--- src/rtl/modinv_reduce_sequencer.sv ---
// Reduce-phase sequencer of the modular invertor: repeats s <- s/2 or (s+q)/2
// through the precalc and copy helpers until k reaches zero.
//
// state      | meaning
// -----------+-------------------------------------------------------------
// IDLE       | waiting for ena; rdy=1
// PRE_ISSUE  | one-cycle pre_ena pulse to the reduce-precalc helper
// PRE_WAIT   | waiting for pre_rdy; timeout counter running
// DECIDE     | sample k_is_nul / s_is_odd; stop or pick u/v for the copy
// COPY_ISSUE | one-cycle cpy_ena pulse to the copy helper
// COPY_WAIT  | waiting for cpy_rdy; then k--, iter++
// DONE       | one-cycle finish state; rdy=1, a new ena is accepted here too
module modinv_reduce_sequencer #(
    parameter int K_NUM_BITS     = 10,
    parameter int TIMEOUT_CYCLES = 255,
    parameter int TMO_BITS       = 8
) (
    input  logic                  clk,
    input  logic                  rst_n,
    input  logic                  ena,
    output logic                  rdy,
    output logic                  err,
    input  logic [K_NUM_BITS-1:0] k_in,
    output logic [K_NUM_BITS-1:0] k_cur,
    output logic [K_NUM_BITS-1:0] iter_cnt,
    output logic                  pre_ena,
    input  logic                  pre_rdy,
    input  logic                  s_is_odd,
    input  logic                  k_is_nul,
    output logic                  cpy_ena,
    output logic                  cpy_sel,
    input  logic                  cpy_rdy
);

    typedef enum logic [2:0] {
        S_IDLE,
        S_PRE_ISSUE,
        S_PRE_WAIT,
        S_DECIDE,
        S_COPY_ISSUE,
        S_COPY_WAIT,
        S_DONE
    } state_t;

    // Abort fires on the last of TIMEOUT_CYCLES wait cycles.
    localparam logic [TMO_BITS-1:0] TMO_LAST = TMO_BITS'(TIMEOUT_CYCLES - 1);

    state_t                  state;
    state_t                  state_nxt;
    logic [K_NUM_BITS-1:0]   k_nxt;
    logic [K_NUM_BITS-1:0]   iter_nxt;
    logic [TMO_BITS-1:0]     tmo_cnt;
    logic [TMO_BITS-1:0]     tmo_nxt;
    logic                    err_nxt;
    logic                    sel_nxt;

    always_ff @(posedge clk or negedge rst_n) begin
        if (!rst_n) begin
            state    <= S_IDLE;
            k_cur    <= '0;
            iter_cnt <= '0;
            tmo_cnt  <= '0;
            err      <= 1'b0;
            cpy_sel  <= 1'b0;
        end else begin
            state    <= state_nxt;
            k_cur    <= k_nxt;
            iter_cnt <= iter_nxt;
            tmo_cnt  <= tmo_nxt;
            err      <= err_nxt;
            cpy_sel  <= sel_nxt;
        end
    end

    always_comb begin
        state_nxt = state;
        k_nxt     = k_cur;
        iter_nxt  = iter_cnt;
        tmo_nxt   = tmo_cnt;
        err_nxt   = err;
        sel_nxt   = cpy_sel;
        rdy       = 1'b0;
        pre_ena   = 1'b0;
        cpy_ena   = 1'b0;

        case (state)
            S_IDLE, S_DONE: begin
                rdy = 1'b1;
                if (ena) begin
                    k_nxt     = k_in;
                    iter_nxt  = '0;
                    err_nxt   = 1'b0;
                    state_nxt = S_PRE_ISSUE;
                end else begin
                    state_nxt = S_IDLE;
                end
            end

            S_PRE_ISSUE: begin
                pre_ena   = 1'b1;
                tmo_nxt   = '0;
                state_nxt = S_PRE_WAIT;
            end

            S_PRE_WAIT: begin
                if (pre_rdy) begin
                    state_nxt = S_DECIDE;
                end else if (tmo_cnt == TMO_LAST) begin
                    err_nxt   = 1'b1;
                    state_nxt = S_DONE;
                end else begin
                    tmo_nxt = tmo_cnt + TMO_BITS'(1);
                end
            end

            S_DECIDE: begin
                if (k_is_nul) begin
                    state_nxt = S_DONE;
                end else begin
                    sel_nxt   = s_is_odd;
                    state_nxt = S_COPY_ISSUE;
                end
            end

            S_COPY_ISSUE: begin
                cpy_ena   = 1'b1;
                tmo_nxt   = '0;
                state_nxt = S_COPY_WAIT;
            end

            S_COPY_WAIT: begin
                if (cpy_rdy) begin
                    // Guarded so a misbehaving helper flag can never wrap k.
                    if (k_cur != '0) begin
                        k_nxt = k_cur - K_NUM_BITS'(1);
                    end
                    iter_nxt  = iter_cnt + K_NUM_BITS'(1);
                    state_nxt = S_PRE_ISSUE;
                end else if (tmo_cnt == TMO_LAST) begin
                    err_nxt   = 1'b1;
                    state_nxt = S_DONE;
                end else begin
                    tmo_nxt = tmo_cnt + TMO_BITS'(1);
                end
            end

            default: begin
                state_nxt = S_IDLE;
            end
        endcase
    end

endmodule
--- config.mk ---
export PLATFORM = sky130hd
export DESIGN_NAME = modinv_reduce_sequencer
export DESIGN_NICKNAME = d
export VERILOG_FILES = /design/src/rtl/modinv_reduce_sequencer.sv
export SDC_FILE = /design/constraint.sdc
export NUM_CORES = 1
export LEC_CHECK = 0
export ABC_CLOCK_PERIOD_IN_PS = 2500
export BUFFER_PORTS_ARGS = -buffer_cell sky130_fd_sc_hd__buf_2
export CELL_PAD_IN_SITES_DETAIL_PLACEMENT = 1
export CELL_PAD_IN_SITES_GLOBAL_PLACEMENT = 2
export CORE_ASPECT_RATIO = 1.2
export CORE_UTILIZATION = 25
export DETAILED_ROUTE_END_ITERATION = 10
export PLACE_DENSITY_LB_ADDON = 0.1
export SYNTH_ARGS = -nofsm -noshare
export SYNTH_HDL_FRONTEND = slang
export SYNTH_SLANG_ARGS = --single-unit
--- constraint.sdc ---
create_clock -name clk -period 2.5 [get_ports clk]
set_input_delay 0.75 -clock clk [delete_from_list [all_inputs] [get_ports clk]]
set_output_delay 0.75 -clock clk [all_outputs]
set_load 0.1 [all_outputs]
==> results.json, run 1 <==
{
  "drv_slew": 0,
  "max_freq_mhz": 420,
  "reg2reg_from": "state[1]",
  "yosysMostFrequentCell": "dfrtp_1",
  "port_buffers": 41,
  "vias": 1779,
  "hold_class": "primary input to asynchronous set/reset pin",
  "synth-async-reset-ratio": 1.00,
  "seqCellArea_um2": 826,
  "cts.clk_slew.worst_paths_ns": 0.07,
  "post-cts-setup-buffers": 0,
  "dr.pass1.iters": 4,
  "remaining_drc_errors": 0,
  "worst-path-max-fanout": 12,
  "avgRoutedWirePerCell_um": 16.3,
  "design.core.area_um2": 7710,
  "wl_mm": 5.72,
  "synth_fp_nets": 236,
  "crit_start": "state[2]",
  "fp.dieArea_um2": 8370,
  "clock_latency_ns": 0.28,
  "synth_area_leader_cell": "dfrtp_1",
  "synthDistinctLibCells": 54,
  "synth_common_cells": "dfrtp_1, nor2_1, a21oi_1",
  "setup_slack_ns": 0.120,
  "pre_cts_slack_ns": 0.313,
  "hold_viol": 0,
  "finalCriticalPeriod_ns": 2.38,
  "seq_area_frac_synth": 0.413,
  "n_fill_cell": 920,
  "grt_antenna_before_repair": 0,
  "cts-root-buf": "clkbuf_8",
  "max_cap_violations": 0,
  "yosys.area.top_type_share": 0.413,
  "diodes": 0,
  "ir_drop_uv": 909,
  "synthesis.area_um2": 2000,
  "detail-route-antenna-nets": 0,
  "grt_overflow_total": 0,
  "grt_pass1_vias": 1856,
  "p_leak_nw": 1.12,
  "power_density_nw_per_um2": 1330,
  "ys_seq_elements": 33,
  "required_ns": 1.75,
  "via_per_inst": 5.05,
  "cts_tree": "built",
  "cts_htree_levels": 2,
  "drt_iter0_markers": 29,
  "hold_buffers": 0,
  "num_rows": 35,
  "drive_gt1_frac": 0.273,
  "start_kind": "flop",
  "netlist_instances": 214,
  "die_w_um": 83.7,
  "cp.arrival_ns": 1.63,
  "setup_viol": 0,
  "avgSynthCellArea_um2": 9.35,
  "critPathCaptureType": "primary output",
  "max_slew.worst_pin.slew_ns": 0.885,
  "finalSetupTns_ns": 0,
  "synth_ff_type": "dfrtp_1",
  "skew_ns": 0.00823,
  "synth-edff-count": 0,
  "ctsLongestPathBuffers": 2,
  "max_slew_margin": 0.410,
  "ys_warn_count": 0,
  "die_h_um": 100,
  "multi_input_area_um2": 1090,
  "clock_sinks": 33,
  "numCtsBuffers": 5,
  "area_growth_pct": 21.6,
  "final_net_count": 281,
  "io_pins": 42,
  "dpl.hpwl_mm": 4.32,
  "start_util": 0.260,
  "synthTopCellsByArea": "dfrtp_1, nor2_1, xor2_1",
  "outcome": "finished, final reports clean",
  "grt_max_degree": 20,
  "gp_congestion": 0.702,
  "post_cts_resized": 0,
  "grt_pass1_wl_mm": 9.47,
  "rsz0062_at_grt": "no",
  "grtUsageTotal": 0.143,
  "crit_type": "flop to primary output",
  "whs_ns": 0.424,
  "period_share": 0.952
}
## cell usage in the layout (no fill, tap or decap), drive strengths merged, types with 5 or more instances in the layout
master,netlist,final
o31ai,6,6
nor3,8,8
clkbuf,3,7
o21ai,11,11
dfrtp,33,33
nand3,7,7
ha,5,5
inv,7,7
buf,9,49
nand2b,5,5
a21oi,13,13
nand2,11,11
nand4,5,5
xor2,8,8
nor2,23,23
## through the flow
| step | utilization | instance area (um2) | cells | total power (W) |
|---|---|---|---|---|
| after floorplan | - | 2010 | 214 | 0.00242 |
| after global placement | 0.305 | 2350 | 344 | 0.00287 |
| after detailed placement | 0.305 | 2350 | 344 | 0.00286 |
| after CTS | 0.316 | 2430 | 352 | 0.00327 |
| after global routing | 0.316 | 2430 | 352 | 0.00343 |
| final | 0.316 | 2430 | 352 | 0.00323 |
## layer usage
layer / global-route usage / up-vias / share of wire
li1: - / 882 / -
met1: 0.173 / 868 / 0.45
met2: 0.261 / 25 / 0.51
met3: 0.0280 / 4 / 0.031
met4: 0.0352 / 0 / 0.0066
met5: 0 / - / 0
## cells by family after synthesis
kind of cell | after synthesis | synth area share
simple gates | 87 | 0.249
compound gates | 55 | 0.189
flops | 33 | 0.412
buf+inv | 20 | 0.0463
xor+xnor | 9 | 0.0431
mux | 5 | 0.0287
fa+ha+maj | 5 | 0.0313
## state kept, by name, summed over array words and instances (netlist names)
name,flops
cpy_sel,1
err,1
iter_cnt,10
k_cur,10
state,3
tmo_cnt,8
## worst paths after layout
kind	to	slack (ns)	cells past startpoint
max	cpy_ena	0.12	3
min	k_cur[2]	0.42	1
max reg2reg	tmo_cnt[7]	0.38	4
min reg2reg	tmo_cnt[5]	0.51	1
max in group asynchronous	tmo_cnt[2]	1.55	2
min in group clk	tmo_cnt[5]	0.51	1
## final cells by class
cell class	instances	share of cell area
repair buffers	50	0.119
flip-flops and latches	33	0.339
clock buffers	6	0.0298
multi-input cells	161	0.448
clock inverters	2	0.00411
inverters	8	0.0123
well taps	92	0.0473
## worst max-delay path: stages (launching register included)
cell      delay (ns)
dfrtp_1         0.62
nand2b_1        0.20
nor2_2          0.11
buf_2           0.42
## power breakdown
part	switching [W]	internal, W	total, W	leakage, nW
Sequential	0.000210	0.000665	0.000875	0.432
Clock	0.000200	0.000193	0.000393	0.0450
Combinational	0.00146	0.000504	0.00196	0.643
Total	0.00187	0.00136	0.00323	1.12
Power figures use the tool's default switching activity.
==> run 2, diff against run 1 <==
--- a/config.mk
+++ b/config.mk
@@ -13,6 +13,7 @@
 export CORE_UTILIZATION = 25
 export DETAILED_ROUTE_END_ITERATION = 10
 export PLACE_DENSITY_LB_ADDON = 0.1
+export SETUP_SLACK_MARGIN = 0.4
 export SYNTH_ARGS = -nofsm -noshare
 export SYNTH_HDL_FRONTEND = slang
 export SYNTH_SLANG_ARGS = --single-unit
==> run 2 against run 1 <==
Clock power is 58% higher. Final cell count rose by 2.6%. Wire length increased by 4.2%. Fmax up 14%. Highest routed layer unchanged. Flip-flop and latch count unchanged. Critical path type unchanged. Critical path depth unchanged. Global-route usage up 0.75 points. Final area grew 8.6%.
==> results.json, run 2 (synthesis results as in run 1) <==
{
  "io_pins": 42,
  "num_rows": 35,
  "die_w_um": 83.7,
  "final_net_count": 290,
  "via_per_inst": 5.11,
  "max_slew_margin": 0.589,
  "finalSetupTns_ns": 0,
  "fin_cells": 361,
  "n_fill_cell": 902,
  "p_leak_nw": 1.20,
  "cts_tree": "built",
  "wl_mm": 5.96,
  "cp_num_buf_inv": 2,
  "drv_slew": 0,
  "drive_gt1_frac": 0.353,
  "grt_pass1_wl_mm": 9.99,
  "reg.largest.list": "iter_cnt (10), k_cur (10), tmo_cnt (8)",
  "cts.clk_slew.worst_paths_ns": 0.08,
  "finalCriticalPeriod_ns": 2.08,
  "reg2reg_from": "k_cur[4]",
  "busiest_layer": "met2",
  "diodes": 0,
  "hold_buffers": 0,
  "grt_max_degree": 22,
  "path_cells": "buf_6 > nor3_4 > buf_12",
  "outcome": "finished, final reports clean",
  "hold_class": "primary input to asynchronous set/reset pin",
  "skew_ns": 0.00949,
  "required_ns": 1.75,
  "drt_iter0_markers": 20,
  "max_cap_violations": 0,
  "fp.dieArea_um2": 8370,
  "start_util": 0.260,
  "clock_latency_ns": 0.29,
  "hold_viol": 0,
  "setup_slack_ns": 0.417,
  "met1_usage": 0.178,
  "final_common_cell": "buf_2",
  "dpl.hpwl_mm": 4.36,
  "met3_usage": 0.0304,
  "cp.arrival_ns": 1.33,
  "cts-root-buf": "clkbuf_8",
  "pre_cts_slack_ns": 0.299,
  "power_density_nw_per_um2": 1410,
  "cp_slowest_cell": "dfrtp_2",
  "clock_sinks": 33,
  "grt_pass1_vias": 1968,
  "area_growth_pct": 32.1,
  "placed_cells": 343,
  "grtUsageTotal": 0.150,
  "multi_input_area_um2": 1130,
  "use_met2": 0.280,
  "critical_path.top_delay_family": "flip-flops",
  "whs_ns": 0.431,
  "mostFrequentLayoutCells": "buf_2, dfrtp_1, nor2_1, buf_4, a21oi_1",
  "grt_overflow_total": 0,
  "cts_htree_levels": 2,
  "port_buffers": 41,
  "crit_type": "flop to primary output",
  "gp_congestion": 0.769,
  "crit_start": "state[1]",
  "ctsLongestPathBuffers": 2,
  "final_util": 0.343,
  "detail-route-antenna-nets": 0,
  "max_slew.worst_pin.slew_ns": 0.612,
  "start_kind": "flop",
  "avgRoutedWirePerCell_um": 16.5,
  "vias": 1846,
  "dr.pass1.iters": 4,
  "setup_viol": 0,
  "numCtsBuffers": 5,
  "design.core.area_um2": 7710,
  "max_freq_mhz": 480,
  "ir_drop_uv": 803,
  "critPathCaptureType": "primary output",
  "grt_antenna_before_repair": 0,
  "remaining_drc_errors": 0,
  "slowest_delay_ns": 0.48,
  "period_share": 0.833,
  "seqCellArea_um2": 845,
  "rsz0062_at_grt": "yes",
  "die_h_um": 100,
  "worst-path-max-fanout": 6
}
==> run 2: cell count changes in the layout (fill, tap and decap cells not counted), sizes merged <==
cell,previous run,this run
clkinv,3,2
buf,49,59
bufinv,0,2
clkbuf,7,5
==> run 2: area by class of cell <==
class                   count  share of cell area
multi-input cells         161               0.426
flip-flops and latches     33               0.319
clock buffers               5              0.0260
clock inverters             3              0.0246
repair buffers             59               0.149
inverters                   8              0.0114
well taps                  92              0.0435
==> run 2: metrics by stage <==
stage          area [um2]  power (W)
6_report             2640    0.00373
5_1_grt              2640    0.00395
4_1_cts              2620    0.00373
3_5_place_dp         2370    0.00290
3_3_place_gp         2370    0.00290
2_1_floorplan        2040    0.00246
==> run 2: final timing paths <==
check	slack (ns)	end	cells past startpoint
setup / recovery	0.42	pre_ena	3
hold / removal	0.43	k_cur[8]	1
setup reg to reg	0.49	k_cur[3]	5
hold reg to reg	0.51	cpy_sel	1
max in group asynchronous	1.45	state[1]	2
min in group clk	0.51	cpy_sel	1
==> run 2: layer usage <==
| layer | vias up | wire (um) |
|---|---|---|
| met5 | - | 0 |
| met4 | 0 | 59 |
| met3 | 5 | 166 |
| met2 | 26 | 3160 |
| met1 | 921 | 2580 |
| li1 | 894 | - |
==> run 2: timing repair <==
item / 4_1_cts / 5_1_grt
resized for setup: 14 / 3
buffers inserted: 9 / 1
endpoints found under the setup margin: 4 / 9
pin swaps: 2 / 2
hold endpoints to repair: 0 / 0
cloned: 0 / 0
==> run 2: report_power, final <==
part	switching [W]	leakage, nW	total [W]	internal [W]
clock network	0.000226	0.0681	0.000622	0.000397
logic	0.00155	0.707	0.00223	0.000679
registers	0.000193	0.420	0.000882	0.000689
total	0.00197	1.20	0.00373	0.00176
==> run 2: worst reg2reg max path, stage by stage, from the launching register on <==
cell and delay, ns:
dfrtp_4 0.51, or4_4 0.58, nor4_4 0.34, buf_4 0.24
nor3_1 0.06, o22a_1 0.17
==> run 3, diff against run 2 <==
--- a/config.mk
+++ b/config.mk
@@ -5,7 +5,7 @@
 export SDC_FILE = /design/constraint.sdc
 export NUM_CORES = 1
 export LEC_CHECK = 0
-export ABC_CLOCK_PERIOD_IN_PS = 2500
+export ABC_CLOCK_PERIOD_IN_PS = 1900
 export BUFFER_PORTS_ARGS = -buffer_cell sky130_fd_sc_hd__buf_2
 export CELL_PAD_IN_SITES_DETAIL_PLACEMENT = 1
 export CELL_PAD_IN_SITES_GLOBAL_PLACEMENT = 2
==> constraint.sdc (replaced) <==
create_clock -name clk -period 1.9 [get_ports clk]
set_input_delay 0.57 -clock clk [delete_from_list [all_inputs] [get_ports clk]]
set_output_delay 0.57 -clock clk [all_outputs]
set_load 0.1 [all_outputs]
==> run 3 against run 2 <==
Sequential share of layout area fell by 8.3 points. First-iteration DRC count up 140%. Non-clock buffer count increased by 49. Flip-flop and latch count stayed put. Global-route usage is 1.6 points higher. Final area increased by 40%. Die area is the same. Setup slack worse by 0.41 ns. Combinational power is 96% higher. Via count increased by 12%. Critical path depth increased by 1.
==> results.json, run 3 (synthesis results as in run 1) <==
{
  "design.core.area_um2": 7710,
  "area_growth_pct": 85.4,
  "io_pins": 42,
  "crit_type": "flop to primary output",
  "dr.pass1.iters": 4,
  "cts.clk_slew.worst_paths_ns": 0.07,
  "worst-path-max-fanout": 3,
  "pre_cts_slack_ns": -0.0623,
  "cp.arrival_ns": 1.33,
  "grt_antenna_before_repair": 0,
  "die_h_um": 100,
  "num_rows": 35,
  "reg.largest.list": "iter_cnt (10), k_cur (10), tmo_cnt (8)",
  "path_cells": "buf_6 > xnor2_4 > and2_4 > buf_12",
  "dpl.hpwl_mm": 4.30,
  "port_buffers": 41,
  "slowest_delay_ns": 0.43,
  "cts_htree_levels": 2,
  "remaining_drc_errors": 0,
  "ff2ff_path_depth": 5,
  "max_cap_violations": 0,
  "drv_slew": 0,
  "skew_ns": 0.00511,
  "vias": 2074,
  "final_common_cell": "buf_4",
  "finalSetupTns_ns": 0,
  "drive_gt1_frac": 0.608,
  "ff2ff_setup_slack_ns": 0.02,
  "max_slew_margin": 0.720,
  "die_w_um": 83.7,
  "setup_viol": 0,
  "setup_slack_ns": 0.00216,
  "cts_tree": "built",
  "required_ns": 1.33,
  "grt_pass1_wl_mm": 11.0,
  "grt_max_degree": 33,
  "clock_sinks": 33,
  "p_leak_nw": 1.60,
  "ir_drop_uv": 1420,
  "avgRoutedWirePerCell_um": 16.8,
  "grt_pass1_vias": 2215,
  "rsz0062_at_grt": "yes",
  "power_density_nw_per_um2": 1650,
  "via_per_inst": 5.05,
  "cp_slowest_cell": "dfrtp_2",
  "hold_viol": 0,
  "clock_latency_ns": 0.29,
  "finalCriticalPeriod_ns": 1.90,
  "start_util": 0.260,
  "outcome": "finished, final reports clean",
  "period_share": 0.999,
  "numCtsBuffers": 5,
  "critPathCaptureType": "primary output",
  "fp.dieArea_um2": 8370,
  "gp_congestion": 0.717,
  "grtUsageTotal": 0.167,
  "reg2reg_from": "k_cur[4]",
  "start_kind": "flop",
  "detail-route-antenna-nets": 0,
  "final_net_count": 340,
  "diodes": 0,
  "grt_overflow_total": 0,
  "wl_mm": 6.89,
  "regToRegEndpoint": "k_cur[1]",
  "hold_buffers": 0,
  "final_util": 0.481,
  "max_slew.worst_pin.slew_ns": 0.420,
  "mostFrequentLayoutCells": "buf_4, buf_6, buf_12, nor2_1, buf_2",
  "max_freq_mhz": 527,
  "cts-root-buf": "clkbuf_8",
  "hold_class": "primary input to asynchronous set/reset pin",
  "drt_iter0_markers": 47,
  "ctsLongestPathBuffers": 2
}
-- run 3: where the power goes --
| part | switching (W) | internal (W) | total [W] |
|---|---|---|---|
| Clock | 0.000280 | 0.000328 | 0.000608 |
| Sequential | 0.000203 | 0.000927 | 0.00113 |
| Combinational | 0.00250 | 0.00188 | 0.00438 |
| Total | 0.00298 | 0.00314 | 0.00611 |
-- run 3: cell type report --
type                       instances  area, um2
clock buffer                       7       96.3
clock inverter                     1       5.00
fill                             826       4000
inverter                           8       31.3
multi-input combinational        162       1400
sequential                        33        877
tap                               92        115
timing repair buffer             108       1180
-- run 3: per-stage QoR --
stage	hold WS, ns	total power (W)	cells	instance area, um2
floorplan	0.274	0.00335	214	2120
global placement	0.370	0.00429	366	2650
detailed placement	0.370	0.00428	366	2650
CTS	0.0551	0.00596	403	3530
global route	0.0512	0.00642	411	3710
finish	0.0612	0.00611	411	3710
-- run 3: worst max-delay path: cells and delay by family, from the launching register on --
| family | cells | cell delay (ns) |
|---|---|---|
| flops | 1 | 0.43 |
| buf+inv | 2 | 0.30 |
| xor+xnor | 1 | 0.13 |
| simple gates | 1 | 0.17 |
-- run 3: worst max path at each step --
stage / from / endpoint / slack, ns
after floorplan: k_cur[4] / k_cur[1] / -0.1
after global placement: cpy_rdy / tmo_cnt[7] / -0.04
after detailed placement: cpy_rdy / tmo_cnt[7] / -0.06
after CTS: state[1] / rdy / -0.04
after global routing: k_cur[4] / k_cur[1] / -0.04
final: state[1] / rdy / 0.002
-- run 3: timing repair --
action                                  in CTS  in global routing
endpoints found under the hold margin        0                  0
endpoints found under the setup margin      55                 55
resized for setup                          143                 25
gates cloned                                 1                  0
pin swaps                                   20                 18
buffers inserted                            28                  8
-- run 3: layer usage --
layer / global-route usage / vias up / share of wire
met5: 0 / - / 0
met4: 0.0391 / 0 / 0.013
met3: 0.0304 / 8 / 0.029
met2: 0.305 / 39 / 0.54
met1: 0.204 / 1027 / 0.42
li1: - / 1000 / -
